`src/rtl/v_ex_1.sv`:
```
// v_ex_1: vector execute/writeback stage, element-wise VADD/VMUL over LANES elements per cycle
module v_ex_1 #(
  parameter int VLMAX     = 8,
  parameter int VALUOP_DW = 5,
  parameter int VREG_DW   = 256,
  parameter int VREG_AW   = 5,
  parameter int SEW       = 32,
  parameter int LANES     = 2
) (
  input  logic                 clk,
  input  logic                 rst,
  input  logic                 vid_valid_i,
  output logic                 vid_ready_o,
  input  logic [VALUOP_DW-1:0] valu_opcode_i,
  input  logic [VREG_DW-1:0]   operand_v1_i,
  input  logic [VREG_DW-1:0]   operand_v2_i,
  input  logic                 vid_wb_en_i,
  input  logic [VREG_AW-1:0]   vid_wb_addr_i,
  output logic                 vwb_en_o,
  output logic [VREG_AW-1:0]   vwb_addr_o,
  output logic [VREG_DW-1:0]   vwb_data_o,
  output logic                 busy_o
);
  localparam int CW = $clog2(VLMAX);
  typedef enum logic [1:0] {IDLE, EXEC, WB} state_t;
  state_t               r_state;
  logic [CW-1:0]        r_cnt;
  logic [VALUOP_DW-1:0] r_op;
  logic [VREG_DW-1:0]   r_v1, r_v2, r_buf, r_wb_data, w_buf;
  logic [VREG_AW-1:0]   r_vd, r_wb_addr;
  logic                 r_wb_en, w_go, w_last;
  assign vid_ready_o = r_state == IDLE && !rst;
  assign busy_o      = r_state != IDLE;
  assign w_go        = vid_valid_i && vid_ready_o && vid_wb_en_i &&
                       (valu_opcode_i == VALUOP_DW'(1) || valu_opcode_i == VALUOP_DW'(2));
  assign w_last      = int'(r_cnt) + LANES == VLMAX;
  // write strobe is suppressed in the reset cycle so an abandoned op never writes
  assign vwb_en_o    = r_wb_en && !rst;
  assign vwb_addr_o  = rst ? '0 : r_wb_addr;
  assign vwb_data_o  = rst ? '0 : r_wb_data;
  always_comb begin
    w_buf = r_buf;
    for (int l = 0; l < LANES; l++)
      w_buf[(int'(r_cnt) + l)*SEW +: SEW] = r_op == VALUOP_DW'(2) ?
        r_v1[(int'(r_cnt) + l)*SEW +: SEW] * r_v2[(int'(r_cnt) + l)*SEW +: SEW] :
        r_v1[(int'(r_cnt) + l)*SEW +: SEW] + r_v2[(int'(r_cnt) + l)*SEW +: SEW];
  end
  always_ff @(posedge clk) begin
    if (rst) begin
      r_state   <= IDLE;
      r_cnt     <= '0;
      r_buf     <= '0;
      r_op      <= '0;
      r_v1      <= '0;
      r_v2      <= '0;
      r_vd      <= '0;
      r_wb_en   <= 1'b0;
      r_wb_addr <= '0;
      r_wb_data <= '0;
    end else begin
      r_wb_en   <= 1'b0;
      r_wb_addr <= '0;
      r_wb_data <= '0;
      if (vid_valid_i && vid_ready_o) begin
        r_op <= valu_opcode_i;
        r_v1 <= operand_v1_i;
        r_v2 <= operand_v2_i;
        r_vd <= vid_wb_addr_i;
        if (w_go) begin
          r_cnt   <= '0;
          r_state <= EXEC;
        end
      end
      if (r_state == EXEC) begin
        r_buf <= w_buf;
        r_cnt <= r_cnt + CW'(LANES);
        if (w_last) begin
          r_state   <= WB;
          r_wb_en   <= 1'b1;
          r_wb_addr <= r_vd;
          r_wb_data <= w_buf;
        end
      end
      if (r_state == WB) r_state <= IDLE;
    end
  end
endmodule
```
`config.mk`:
```
export PLATFORM = sky130hd
export DESIGN_NAME = v_ex_1
export DESIGN_NICKNAME = d
export VERILOG_FILES = /design/src/rtl/v_ex_1.sv
export SDC_FILE = /design/constraint.sdc
export NUM_CORES = 2
export LEC_CHECK = 0
export ABC_AREA = 1
export CAP_MARGIN = 20
export CORE_MARGIN = 2
export CORE_UTILIZATION = 43
export CTS_BUF_LIST = sky130_fd_sc_hd__clkbuf_2
export CTS_CLUSTER_SIZE = 14
export DETAILED_ROUTE_END_ITERATION = 8
export GPL_ROUTABILITY_DRIVEN = 0
export GPL_TIMING_DRIVEN = 0
export SLEW_MARGIN = 30
export SYNTH_ARGS = -nofsm -noshare
export SYNTH_HDL_FRONTEND = slang
export SYNTH_SLANG_ARGS = --single-unit
```
`constraint.sdc`:
```
create_clock -name clk -period 17.13 [get_ports clk]
set_input_delay 4.2825 -clock clk [delete_from_list [all_inputs] [get_ports clk]]
set_output_delay 4.2825 -clock clk [all_outputs]
set_load 0.02 [all_outputs]
```
==> results.json <==
{
  "critical_path_arrival_ns": 14.15,
  "slew_headroom": 0.128,
  "syn_area_per_cell_sq_um": 7.16,
  "finalHoldViolations": 0,
  "cap_violations": 0,
  "clock-sinks": 1044,
  "cp_slowest_cell": "clkbuf_1",
  "finalCriticalPeriod_ns": 12.53,
  "met2_length_microns": 166000,
  "cts_hold_buffers": 0,
  "wl_per_cell_microns": 26.9,
  "clock_skew_ns": 0.245,
  "pin_count": 790,
  "dieArea_sq_um": 189000,
  "slowest_delay_ns": 0.70,
  "core_area_sq_um": 183000,
  "floorplan.initialDensity": 0.434,
  "crit_path_end_kind": "flip-flop",
  "drc_errors": 0,
  "insertion_delay_ns": 1.92,
  "finalSetupViolCount": 0,
  "postRouteAntennaNets": 0,
  "cp-start-kind": "flip-flop",
  "critPathBufInv": 9,
  "yosysWarnings": 0,
  "post_cts_buffers": 0,
  "dp_hpwl_microns": 319000,
  "top_layer_used": "met5",
  "port-buffer-count": 788,
  "r2r_slack_ns": 4.60,
  "wl_met3_microns": 51700,
  "r2r-start": "r_cnt[2]",
  "fin_area_sq_um": 93300,
  "hold_end": "r_wb_data[188]",
  "cts_buffer_depth": 4,
  "synthesis.nets": 12800,
  "fin_tns_setup_ns": 0,
  "cts-root-buf": "clkbuf_2",
  "cts_resized": 0,
  "clk_pin_slew_worst_paths_ns": 0.11,
  "core.rowCount": 157,
  "synth_seq_cells": 1044,
  "status": "complete, no violations",
  "areaGrowthSynthToFinish_pct": 17.1,
  "grt_max_degree": 17,
  "rsz0062_at_grt": "no",
  "cts.htree.levels": 5,
  "firstDrtPassIters": 8,
  "die_w_microns": 434,
  "hp-start": "r_buf[188]",
  "cp_common_cell": "fa_1",
  "die_y_microns": 434,
  "cts_buffers": 297,
  "whs_ns": 0.331,
  "cpLargestDelayFamily": "adder cells",
  "r2r-end": "r_wb_data[219]",
  "antenna_found_initial": 28,
  "cts_tree": "done",
  "crit_path_max_fanout": 10,
  "drt_wl_total_microns": 400000,
  "crit_type": "reg -> reg",
  "power_leakage_nw": 44.3,
  "power.total_w": 0.00704,
  "grt_pass1_wl_microns": 561000,
  "irDropWorstVdd_uv": 73.3,
  "synth_cell_types": 56,
  "synth_seq_area_share": 0.262,
  "synth_cells": 11100,
  "dpl_cell_area_sq_um": 90700,
  "track_usage": 0.418,
  "grt-ovfl-total": 0,
  "grt_pass1_vias": 81600,
  "drtIter0Drc": 11400,
  "nNetsFinal": 13900,
  "drv_slew": 0,
  "syn_area_sq_um": 79600,
  "p_per_area_nw_per_um2": 75.5,
  "dr_total_vias": 84000,
  "tightest_slew_ns": 1.31,
  "drive_gt1_frac": 0.0555,
  "rr_worst_depth": 30,
  "hold_depth": 2,
  "hold_class": "reg -> reg",
  "timing.fmax_ghz": 0.0798,
  "vias_per_cell": 5.64,
  "fin_crit_sh": 0.731,
  "wl_met1_microns": 139000,
  "required_ns": 18.76
}
layer usage:
layer,up-vias,GRT usage
met5,-,0.00410
met4,14,0.374
met3,1669,0.145
met2,6143,0.612
met1,39900,0.481
li1,36300,-
report_power, final:
part           switching, W  internal (W)
Combinational       0.00176      0.000860
Sequential        0.0000557       0.00252
Clock               0.00114      0.000710
final cells by class:
type,instances,area (sq um)
Antenna cell,28,70.1
Buffer,593,2720
Clock buffer,422,2110
Clock inverter,60,338
Fill cell,18800,90200
Inverter,2184,8200
Multi-Input combinational cell,7307,47900
Sequential cell,1044,20900
Tap cell,2464,3080
Timing Repair Buffer,793,7970
state kept, by name (all words and copies together) (netlist names), 2 cells and up:
signal,cells
r_vd,5
r_wb_data,256
r_cnt,2
r_op,5
r_v1,256
r_buf,256
r_state,2
r_v2,256
r_wb_addr,5
through the flow:
step / util / setup slack [ns] / cells
6_report: 0.508 / 4.60 / 14900
5_1_grt: 0.508 / 4.85 / 14900
4_1_cts: 0.508 / 4.91 / 14900
3_5_place_dp: 0.495 / 4.92 / 14400
3_3_place_gp: 0.494 / 4.31 / 14400
2_1_floorplan: - / 7.41 / 11100
cell families (layout without fill, tap and decap cells):
group,after synthesis,count (layout),share of synthesized area
compound gates,1468,1468,0.102
xor+xnor,59,59,0.00676
fa+ha+maj,1133,1133,0.255
buf+inv,2777,4052,0.137
flops,1044,1044,0.262
mux,3,3,0.000377
other cells,0,28,0
simple gates,4644,4644,0.237
how the worst max path moves through the flow:
stage                        start              end  depth (start not counted)
final                     r_cnt[2]   r_wb_data[219]                         30
after global routing      r_cnt[2]   r_wb_data[219]                         30
after CTS                      rst  vwb_data_o[183]                          6
after detailed placement       rst  vwb_data_o[183]                          6
after global placement         rst  vwb_data_o[159]                          6
after floorplan                rst  vwb_data_o[175]                          5
tightest hold or removal path: stages, from the launching register on:
cell and delay (ns):
dfxtp_1 0.33, nand2_1 0.08, a21oi_1 0.08
cells in the final DEF (no fill, tap or decap), types with 25 or more instances in the layout:
master and instances:
a21oi_1 607, buf_1 52, buf_2 37, buf_4 29, buf_6 37, clkbuf_1 407
clkbuf_2 453, clkdlybuf4s50_1 788, clkinv_1 78, dfxtp_1 1044, diode_2 28, fa_1 818
ha_1 315, inv_1 2142, nand2_1 2467, nand2_2 50, nand3_1 747, nand4_1 50
nor2_1 1245, o211ai_1 107, o21ai_0 551, o22ai_1 89, xnor2_1 25, xor2_1 32
cell usage after synthesis, drive strengths merged:
master   number  area (sq um)
a31oi        11          68.8
nand4        50           313
a21oi       607          3040
o211ai      113           878
o31ai         7          52.6
o2bb2ai       1          8.76
dfxtp      1044         20900
xor2         32           280
nand3       751          3780
or3           1          6.26
xnor2        26           235
a211oi        4          30.0
nand2      2517          9570
mux2i         3          30.0
a2bb2oi       1          8.76
or2          19           119
clkinv       29           109
a21o         12          90.1
o22ai        90           569
o221ai        2          17.5
nor3         15          75.1
inv        2155          8090
xnor3         1          22.5
and2         15          93.8
nand3b       17           128
ha          315          3940
a221oi        1          8.76
a32oi        11           201
a31o          3          26.3
o21ai       571          2870
fa          818         16400
a22oi         6          45.0
nor4          9          68.8
nor2       1250          4700
o21bai       11          82.6
o21a         13          97.6
clkbuf      437          1640
buf         156          1030
a21boi        4          30.0
(Power assumes the default switching activity.)
